==> config.mk <==
export PLATFORM = sky130hd
export DESIGN_NAME = mic_frame_sequencer_flat
export DESIGN_NICKNAME = d
export VERILOG_FILES = /design/src/rtl/mic_array_pkg.sv /design/src/rtl/mic_frame_sequencer_if.sv /design/src/rtl/mic_word_serializer.sv /design/src/rtl/mic_frame_sequencer.sv /design/src/flat_wrapper.sv
export SDC_FILE = /design/constraint.sdc
export NUM_CORES = 1
export LEC_CHECK = 0
export ABC_AREA = 1
export CAP_MARGIN = 15
export CORE_MARGIN = 8
export CORE_UTILIZATION = 54
export DETAILED_ROUTE_END_ITERATION = 8
export GPL_TIMING_DRIVEN = 0
export PLACE_DENSITY = 0.89
export SYNTH_ARGS = -nofsm -noshare
export SYNTH_HDL_FRONTEND = slang
export SYNTH_SLANG_ARGS = --single-unit
export TNS_END_PERCENT = 1
==> constraint.sdc <==
create_clock -name clk_mic -period 3.9 [get_ports clk_mic]
set_input_delay 0.39 -clock clk_mic [delete_from_list [all_inputs] [get_ports clk_mic]]
set_output_delay 0.39 -clock clk_mic [all_outputs]
set_load 0.01 [all_outputs]
==> src/rtl/mic_array_pkg.sv <==
// Shared frame timing constants and state encodings for the mic array front end.
package mic_array_pkg;

    localparam int unsigned CLK_PER_FRAME = 64;
    localparam int unsigned HALF_FRAME    = 32;
    localparam int unsigned SNAP_BIT      = 63;
    localparam int unsigned CNT_W         = $clog2(CLK_PER_FRAME);

    typedef enum logic [1:0] {
        IDLE = 2'd0,
        RUN  = 2'd1,
        STOP = 2'd2
    } ctrl_state_e;

    typedef enum logic {
        S_IDLE = 1'b0,
        S_SEND = 1'b1
    } ser_state_e;

endpackage

==> src/rtl/mic_frame_sequencer_if.sv <==
// Valid/ready sample stream from the frame sequencer toward the beamformer.
interface mic_frame_sequencer_if #(
    parameter int unsigned DATAWIDTH = 24,
    parameter int unsigned IDX_W     = 3
) ();

    logic                 out_valid;
    logic                 out_ready;
    logic [DATAWIDTH-1:0] out_data;
    logic [IDX_W-1:0]     out_chan;
    logic                 out_last;
    logic                 out_stale;

    modport master (
        output out_valid,
        output out_data,
        output out_chan,
        output out_last,
        output out_stale,
        input  out_ready
    );

    modport slave (
        input  out_valid,
        input  out_data,
        input  out_chan,
        input  out_last,
        input  out_stale,
        output out_ready
    );

endinterface

==> src/rtl/mic_word_serializer.sv <==
// Holds one frame's snapshot and emits it channel by channel on a valid/ready stream.
module mic_word_serializer
    import mic_array_pkg::*;
#(
    parameter int unsigned NUM_MIC   = 8,
    parameter int unsigned DATAWIDTH = 24,
    parameter int unsigned IDX_W     = 3
) (
    input  logic                           clk_mic,
    input  logic                           rst_mic_n,
    input  logic                           snap,
    input  logic [NUM_MIC*DATAWIDTH-1:0]   snap_data,
    input  logic [NUM_MIC-1:0]             snap_fresh,
    output logic                           busy,
    mic_frame_sequencer_if.master          out_if
);

    ser_state_e                          state_q, state_d;
    logic [IDX_W-1:0]                    idx_q, idx_d;
    logic [NUM_MIC-1:0][DATAWIDTH-1:0]   bank_q, bank_d;
    logic [NUM_MIC-1:0]                  bank_fresh_q, bank_fresh_d;

    logic sending;
    logic last_chan;
    logic cur_fresh;

    assign sending   = (state_q == S_SEND);
    assign last_chan = (idx_q == IDX_W'(NUM_MIC - 1));
    assign cur_fresh = bank_fresh_q[idx_q];
    assign busy      = sending;

    // Stale channels report zero data so downstream never sees last frame's sample.
    assign out_if.out_valid = sending;
    assign out_if.out_chan  = idx_q;
    assign out_if.out_data  = (sending && cur_fresh) ? bank_q[idx_q] : '0;
    assign out_if.out_stale = sending && !cur_fresh;
    assign out_if.out_last  = sending && last_chan;

    // Load the bank only when idle; a snapshot during a transfer is dropped here.
    always_comb begin
        state_d      = state_q;
        idx_d        = idx_q;
        bank_d       = bank_q;
        bank_fresh_d = bank_fresh_q;
        case (state_q)
            S_IDLE: begin
                if (snap) begin
                    bank_d       = snap_data;
                    bank_fresh_d = snap_fresh;
                    idx_d        = '0;
                    state_d      = S_SEND;
                end
            end
            S_SEND: begin
                if (out_if.out_ready) begin
                    if (last_chan) begin
                        idx_d   = '0;
                        state_d = S_IDLE;
                    end else begin
                        idx_d = idx_q + 1'b1;
                    end
                end
            end
            default: state_d = S_IDLE;
        endcase
    end

    // Serializer state and bank registers.
    always_ff @(posedge clk_mic or negedge rst_mic_n) begin
        if (!rst_mic_n) begin
            state_q      <= S_IDLE;
            idx_q        <= '0;
            bank_q       <= '0;
            bank_fresh_q <= '0;
        end else begin
            state_q      <= state_d;
            idx_q        <= idx_d;
            bank_q       <= bank_d;
            bank_fresh_q <= bank_fresh_d;
        end
    end

endmodule

==> src/rtl/mic_frame_sequencer.sv <==
// Frame controller: generates WS, captures per-mic results and hands frames to the serializer.
module mic_frame_sequencer
    import mic_array_pkg::*;
#(
    parameter int unsigned NUM_MIC   = 8,
    parameter int unsigned DATAWIDTH = 24,
    parameter int unsigned IDX_W     = 3
) (
    input  logic                         clk_mic,
    input  logic                         rst_mic_n,
    input  logic                         enable,
    output logic                         ws,
    output logic                         frame_start,
    input  logic [NUM_MIC-1:0]           mic_valid,
    input  logic [NUM_MIC*DATAWIDTH-1:0] mic_data,
    mic_frame_sequencer_if.master        out_if,
    output logic [15:0]                  frame_cnt,
    output logic                         overrun,
    input  logic                         clr_overrun
);

    ctrl_state_e                  state_q, state_d;
    logic [CNT_W-1:0]             bit_cnt_q, bit_cnt_d;
    logic                         ws_q, ws_d;
    logic [NUM_MIC*DATAWIDTH-1:0] hold_q, hold_d;
    logic [NUM_MIC-1:0]           fresh_q, fresh_d, cap_fresh;
    logic [15:0]                  frame_cnt_q, frame_cnt_d;
    logic                         overrun_q, overrun_d;

    logic running;
    logic snap;
    logic ser_busy;

    assign running     = (state_q != IDLE);
    assign snap        = running && (bit_cnt_q == CNT_W'(SNAP_BIT));
    assign frame_start = running && (bit_cnt_q == '0);
    assign ws          = ws_q;
    assign frame_cnt   = frame_cnt_q;
    assign overrun     = overrun_q;
    assign ws_d        = running && (bit_cnt_q >= CNT_W'(HALF_FRAME));

    // Frame controller: STOP lets the current frame finish before idling.
    always_comb begin
        state_d   = state_q;
        bit_cnt_d = bit_cnt_q + 1'b1;
        case (state_q)
            IDLE: begin
                bit_cnt_d = '0;
                if (enable) state_d = RUN;
            end
            RUN: begin
                if (!enable) state_d = snap ? IDLE : STOP;
            end
            STOP: begin
                if (enable)    state_d = RUN;
                else if (snap) state_d = IDLE;
            end
            default: begin
                state_d   = IDLE;
                bit_cnt_d = '0;
            end
        endcase
    end

    // Capture: a pulse on the snapshot edge still counts toward the closing frame.
    always_comb begin
        hold_d = hold_q;
        for (int unsigned i = 0; i < NUM_MIC; i++) begin
            if (mic_valid[i]) hold_d[i*DATAWIDTH +: DATAWIDTH] = mic_data[i*DATAWIDTH +: DATAWIDTH];
        end
        cap_fresh = fresh_q | mic_valid;
        fresh_d   = snap ? '0 : cap_fresh;
    end

    // Frame counter and sticky overrun; clear wins over a same-cycle set.
    always_comb begin
        frame_cnt_d = snap ? frame_cnt_q + 16'd1 : frame_cnt_q;
        overrun_d   = overrun_q;
        if (snap && ser_busy) overrun_d = 1'b1;
        if (clr_overrun)      overrun_d = 1'b0;
    end

    // Posedge state for controller, capture and status.
    always_ff @(posedge clk_mic or negedge rst_mic_n) begin
        if (!rst_mic_n) begin
            state_q     <= IDLE;
            bit_cnt_q   <= '0;
            hold_q      <= '0;
            fresh_q     <= '0;
            frame_cnt_q <= '0;
            overrun_q   <= 1'b0;
        end else begin
            state_q     <= state_d;
            bit_cnt_q   <= bit_cnt_d;
            hold_q      <= hold_d;
            fresh_q     <= fresh_d;
            frame_cnt_q <= frame_cnt_d;
            overrun_q   <= overrun_d;
        end
    end

    // WS launches on the falling edge so decoders sample it mid-bit.
    always_ff @(negedge clk_mic or negedge rst_mic_n) begin
        if (!rst_mic_n) ws_q <= 1'b0;
        else            ws_q <= ws_d;
    end

    mic_word_serializer #(
        .NUM_MIC   (NUM_MIC),
        .DATAWIDTH (DATAWIDTH),
        .IDX_W     (IDX_W)
    ) u_serializer (
        .clk_mic    (clk_mic),
        .rst_mic_n  (rst_mic_n),
        .snap       (snap),
        .snap_data  (hold_d),
        .snap_fresh (cap_fresh),
        .busy       (ser_busy),
        .out_if     (out_if)
    );

endmodule

==> src/flat_wrapper.sv <==
// flat-port wrapper written by rule: the top's interface ports become plain ports
module mic_frame_sequencer_flat import mic_array_pkg::*;
#(
    parameter int unsigned NUM_MIC   = 8,
    parameter int unsigned DATAWIDTH = 24,
    parameter int unsigned IDX_W     = 3
)
  (clk_mic, rst_mic_n, enable, ws, frame_start, mic_valid, mic_data, frame_cnt, overrun, clr_overrun, out_if_out_valid, out_if_out_data, out_if_out_chan, out_if_out_last, out_if_out_stale, out_if_out_ready);
  mic_frame_sequencer_if #(.DATAWIDTH(DATAWIDTH), .IDX_W(IDX_W)) out_if_i ();
  input  logic clk_mic;
  input  logic rst_mic_n;
  input  logic enable;
  output logic ws;
  output logic frame_start;
  input  logic [NUM_MIC-1:0] mic_valid;
  input  logic [NUM_MIC*DATAWIDTH-1:0] mic_data;
  output logic [15:0] frame_cnt;
  output logic overrun;
  input  logic clr_overrun;
  output wire logic [$bits(out_if_i.out_valid)-1:0] out_if_out_valid;
  output wire logic [$bits(out_if_i.out_data)-1:0] out_if_out_data;
  output wire logic [$bits(out_if_i.out_chan)-1:0] out_if_out_chan;
  output wire logic [$bits(out_if_i.out_last)-1:0] out_if_out_last;
  output wire logic [$bits(out_if_i.out_stale)-1:0] out_if_out_stale;
  input wire logic [$bits(out_if_i.out_ready)-1:0] out_if_out_ready;
  assign out_if_out_valid = out_if_i.out_valid;
  assign out_if_out_data = out_if_i.out_data;
  assign out_if_out_chan = out_if_i.out_chan;
  assign out_if_out_last = out_if_i.out_last;
  assign out_if_out_stale = out_if_i.out_stale;
  assign out_if_i.out_ready = out_if_out_ready;
  mic_frame_sequencer #(.NUM_MIC(NUM_MIC), .DATAWIDTH(DATAWIDTH), .IDX_W(IDX_W)) u_core (.clk_mic(clk_mic), .rst_mic_n(rst_mic_n), .enable(enable), .ws(ws), .frame_start(frame_start), .mic_valid(mic_valid), .mic_data(mic_data), .out_if(out_if_i), .frame_cnt(frame_cnt), .overrun(overrun), .clr_overrun(clr_overrun));
endmodule
==> impl_metrics.ini, run 1 <==
[status]
status = finished, final reports clean

[logic_synthesis]
yosysSeqAreaShare_pct = 58.2
ys_warn_count = 0
synth_seq_cells = 430
synth_edf_count = 0
synth_nets = 2151
ys_types = 29
async_flop_share_pct = 100
synthCells = 1937
synth-main-ff-cell = dfrtp_1
netlist_area_um2 = 18500
avgSynthCellArea_um2 = 9.54

[clock_network]
cts_sinks = 430
cts_buffers = 44
clock_latency_ns = 0.53
clk_pin_slew_worst_paths_ns = 0.06
h-tree-depth = 2
post-cts-setup-buffers = 0
ctsResizeCount = 0
clock_tree.root_cell = clkbuf_16
cts_tree = done
clockBufferDepth = 3

[routing]
drc = 0
drt-pass1-iter-count = 8
drt.antenna.violating_nets = 0
drt_iter0_markers = 1622
vias_per_cell = 5.49
routedWlPerCell_um = 20.0
vias = 14900
drt-total-wl_um = 54400

[power]
vdd_drop_max_mv = 0.380
p_leak_nw = 10.8
powerDensity_nw_per_um2 = 548
power_mw = 12.7

[worst_hold_path]
min_delay_path_depth = 3
min_to = u_core.hold_q[170]$_DFF_PN0_
min_from = mic_valid[7]
hp-class = input pin to flop

[final_layout]
layout_common_cells = nand2_1 (834), dfrtp_1 (429), clkdlybuf4s50_1 (244)
final_common_cell = nand2_1
synthToLayoutAreaGrowth_pct = 24.8
drive_gt1_share_pct = 14.4
multiInputGateArea_um2 = 6710
fin_util_pct = 68.6
area.sequential_um2 = 10800
layout.nets = 2446
num-fill-cells = 2380

[setup_path]
cp.required_ns = 3.51
crit_fanout = 1
path_cells = clkdlybuf4s50_1
reg2regPathDepth = 3
cp_slowest_cell = clkdlybuf4s50_1
worst_setup_path_end_kind = output port
cp-start-kind = flop
slowest_delay_ns = 0.54
cp.arrival_ns = 3.41
crit_buf_inv = 1
crit_type = flop to output port
r2r_setup_slack_ns = 0.97
crit-reg2reg-launch = u_core.state_q[0]$_DFFE_PN0P_
path_delay_family = buffers and inverters
rr_endpoint = u_core.ws$_DFF_NN0_

[floorplanning]
dieArea_um2 = 40400
start_util_pct = 55.0
rows = 67
io_pins = 254
die_width_um = 201
coreArea_um2 = 33600
dieHeight_um = 201

[grt]
grt_pass1_vias = 15700
grt_pass1_wl_um = 84700
antenna_found_initial = 1
grt_max_degree = 115
track_usage_pct = 26.3
overflow = 0

[flow_run]
cap_violations = 0

[timing]
fin_hold_ws_ns = 0.295
tightest_slew_ns = 0.764
setup_viol = 0
slew-limit-headroom_pct = 49.1
setup_slack_ns = 0.104
final_max_slew_viol_count = 0
skew_ns = 0.0178
final-hold-violation-count = 0
rsz0062_at_grt = false

[place]
port_buffers = 245
gp_congestion = 0.930
post-place-ws_ns = 0.532
hpwlAfterDp_um = 39500
metal layers:
| metal | vias up | share of wire, % | global-route usage [%] |
|---|---|---|---|
| li1 | 6728 | - | - |
| met1 | 7303 | 39 | 32.5 |
| met2 | 723 | 48 | 43.5 |
| met3 | 151 | 8.2 | 5.81 |
| met4 | 0 | 4.6 | 12.2 |
| met5 | - | 0 | 0 |
repair_timing:
| item | CTS | global route |
|---|---|---|
| hold buffers | 1 | 0 |
| setup endpoints to repair | 0 | 0 |
| hold endpoints to repair | 96 | 0 |
tightest hold or removal path, delay by kind of cell:
family                 cells  cell delay [ns]
AND/OR/NAND/NOR            2             0.20
buffers and inverters      1             0.17
worst max path at each step:
stage,from,endpoint,slack (ns),cells past startpoint
global route,u_core.ws$_DFF_NN0_,ws,0.05,1
floorplan,u_core.state_q[0]$_DFFE_PN0P_,u_core.ws$_DFF_NN0_,1.09,3
CTS,u_core.ws$_DFF_NN0_,ws,0.08,1
global placement,rst_mic_n,u_core.ws$_DFF_NN0_,-16.91,1
detailed placement,rst_mic_n,u_core.ws$_DFF_NN0_,0.53,2
finish,u_core.ws$_DFF_NN0_,ws,0.10,1
Yosys cell counts (3+ instances only):
cell	instances	share of area, %
buf_4	23	0.93
o211ai_1	46	1.9
buf_1	5	0.10
nand3_1	88	2.4
dfrtp_1	429	58
inv_1	89	1.8
nor2_1	59	1.2
xor2_1	6	0.28
buf_2	42	1.1
nor3_1	3	0.081
nand2_1	834	17
nand4_1	3	0.10
mux2_2	168	10
o21ai_1	41	1.1
xnor2_1	3	0.14
o21ai_0	25	0.68
nand3b_1	7	0.28
clkbuf_1	28	0.57
buf_6	14	0.85
ha_1	9	0.61
a21oi_1	5	0.14
inv_2	3	0.061
registers in the layout, indices dropped and copies added, names as in the netlist:
| register | flops |
|---|---|
| u_core.frame_cnt | 16 |
| u_core.u_serializer.bank_fresh_q | 8 |
| u_core.state_q | 2 |
| u_core.u_serializer.bank_q | 192 |
| u_core.u_serializer.out_if.out_chan | 3 |
| u_core.fresh_q | 8 |
| u_core.hold_q | 192 |
| u_core.overrun | 1 |
| u_core.bit_cnt_q | 6 |
| u_core.ws | 1 |
| u_core.u_serializer.busy | 1 |
cell type report:
class | count | share of cell area, %
tap | 448 | 2.43
timing repair buffer | 249 | 11.1
buffer | 112 | 2.88
multi-input combinational | 1303 | 29.1
inverter | 92 | 1.50
antenna | 1 | 0.0108
sequential | 430 | 46.6
clock buffer | 64 | 5.58
clock inverter | 15 | 0.814
report_power, final:
part           internal [mW]  switching [mW]
Sequential              4.70           0.112
Clock                   2.56            1.72
Combinational           1.34            2.23
through the flow:
step,cell area [µm²],cells,setup TNS [ns]
2_1_floorplan,18500,1937,0
3_3_place_gp,21500,2630,-6620.59
3_5_place_dp,21600,2633,0
4_1_cts,23100,2713,0
5_1_grt,23100,2713,0
6_report,23100,2714,0
cell families after synthesis:
group | Yosys count | share of synthesized area [%]
AND/OR/NAND/NOR | 998 | 21.2
adder cells (fa/ha/maj) | 9 | 0.609
XOR/XNOR | 9 | 0.427
buffers and inverters | 204 | 5.46
multiplexers | 169 | 10.3
flip-flops | 430 | 58.2
AO/OA/AOI/OAI | 118 | 3.83
Note: power is estimated with default switching activity, not from simulation.
==> run 2, diff against run 1 <==
Settings changed: CTS_CLUSTER_SIZE set to 24, SLEW_MARGIN set to 20.
==> run 2 against run 1 <==
Wire length down 1.2%. Via count down 0.49%. Sequential cell count unchanged. Non-clock buffer count up 1. Highest routed layer is now met5. Core utilization down 0.13 points. Final cell count down 0.18%. Clock power down 2%. Clock skew about the same. Die area unchanged. Combinational power about the same. Sequential share of layout area up 0.089 points. Clock-buffer cell count down 5.
==> impl_metrics.ini, run 2 (synthesis results as in run 1) <==
[status]
status = finished, final reports clean

[power]
power_switching_share_pct = 32.2
power.internal_mw = 8.51
vdd_drop_max_mv = 0.391
p_seq_share_pct = 38.3
power_mw = 12.6
p_clk_share_pct = 33.3
powerDensity_nw_per_um2 = 545
p_leak_nw = 10.8
p_switching_mw = 4.05
power_frac_comb_pct = 28.4

[timing]
final-hold-violation-count = 0
final_max_slew_viol_count = 0
fin_hold_ws_ns = 0.310
finalSetupTns_ns = 0
slew-limit-headroom_pct = 54.8
rsz0062_at_grt = false
skew_ns = 0.0182
tightest_slew_ns = 0.677
setup_viol = 0
setup_slack_ns = 0.104

[grt]
gr-usage-met1_pct = 32.5
grt_max_degree = 106
antenna_found_initial = 1
track_usage_pct = 25.9
overflow = 0
grtUsageMet3_pct = 5.94
grt_pass1_vias = 15500
busiest_layer = met2
grt_pass1_wl_um = 83300
grt_util_met2_pct = 42.8

[setup_path]
crit_fanout = 1
cp-start-kind = flop
reg2regPathDepth = 3
crit_buf_inv = 1
cp.required_ns = 3.51
path_delay_family = buffers and inverters
cp_slowest_cell = clkdlybuf4s50_1
slowest_delay_ns = 0.53
worst_setup_path_end_kind = output port
path_cells = clkdlybuf4s50_1
crit_type = flop to output port
cp.depth = 1
cp.arrival_ns = 3.41

[routing]
routedWlPerCell_um = 19.8
drt-pass1-iter-count = 7
vias = 14800
drc = 0
drt-total-wl_um = 53700
drt.antenna.violating_nets = 0
drt_iter0_markers = 1522
vias_per_cell = 5.48

[final_layout]
area.sequential_um2 = 10800
final_common_cell = nand2_1
num-fill-cells = 2394
fin_area_um2 = 23000
layout.nets = 2446
layout_common_cells = nand2_1 (834), dfrtp_1 (429), clkdlybuf4s50_1 (244)
stdcell_count = 2709
multiInputGateArea_um2 = 6710
synthToLayoutAreaGrowth_pct = 24.6
fin_util_pct = 68.5
drive_gt1_share_pct = 14.2
diodes = 0

[worst_hold_path]
hp-class = input pin to async pin

[place]
hpwlAfterDp_um = 39600
post-place-ws_ns = 0.431
place_area_um2 = 21600
port_buffers = 245
dp.cells = 2634
gp_congestion = 0.930

[clock_network]
clock_tree.root_cell = clkbuf_16
ctsResizeCount = 0
cts_buffers = 43
cts_sinks = 430
clock_latency_ns = 0.55
clk_pin_slew_worst_paths_ns = 0.06
clockBufferDepth = 3
h-tree-depth = 2
cts_tree = done

[floorplanning]
start_util_pct = 55.0
die_width_um = 201
rows = 67
coreArea_um2 = 33600
io_pins = 254
dieHeight_um = 201
dieArea_um2 = 40400

[flow_run]
cap_violations = 0
-- run 2: worst paths after layout --
check / startpoint / end / slack [ns]
max: u_core.ws$_DFF_NN0_ / ws / 0.10
min in group clk_mic: mic_valid[7] / u_core.hold_q[169]$_DFF_PN0_ / 0.31
max reg2reg: u_core.state_q[0]$_DFFE_PN0P_ / u_core.ws$_DFF_NN0_ / 1.00
min reg2reg: u_core.hold_q[188]$_DFF_PN0_ / u_core.hold_q[188]$_DFF_PN0_ / 0.47
min: rst_mic_n / u_core.hold_q[14]$_DFF_PN0_ / 0.31
max in group asynchronous: rst_mic_n / u_core.ws$_DFF_NN0_ / 0.41
-- run 2: cell type report --
cell class,count,area share (%)
timing repair buffer,250,11.2
tap,448,2.43
multi-input combinational,1303,29.1
clock buffer,59,5.19
buffer,112,2.89
clock inverter,15,0.913
inverter,92,1.50
sequential,430,46.7
-- run 2: metal layers --
metal / vias up / part of all wire [%]
li1: 6729 / -
met5: - / 0.024
met2: 679 / 48
met4: 2 / 4.3
met1: 7276 / 40
met3: 146 / 8.6
-- run 2: timing repair --
item                      in CTS  in global routing
hold buffers                   1                  0
hold endpoints to repair      31                  0
setup buffers                  0                  0
-- run 2: power groups by stage --
stage | logic, mW | registers (mW) | clock network, mW
global route | 3.78 | 4.83 | 4.39
floorplan | 1.79 | 4.86 | 0
global placement | 3.38 | 4.88 | 0
CTS | 3.49 | 4.80 | 4.22
finish | 3.57 | 4.81 | 4.18
detailed placement | 3.46 | 4.88 | 0
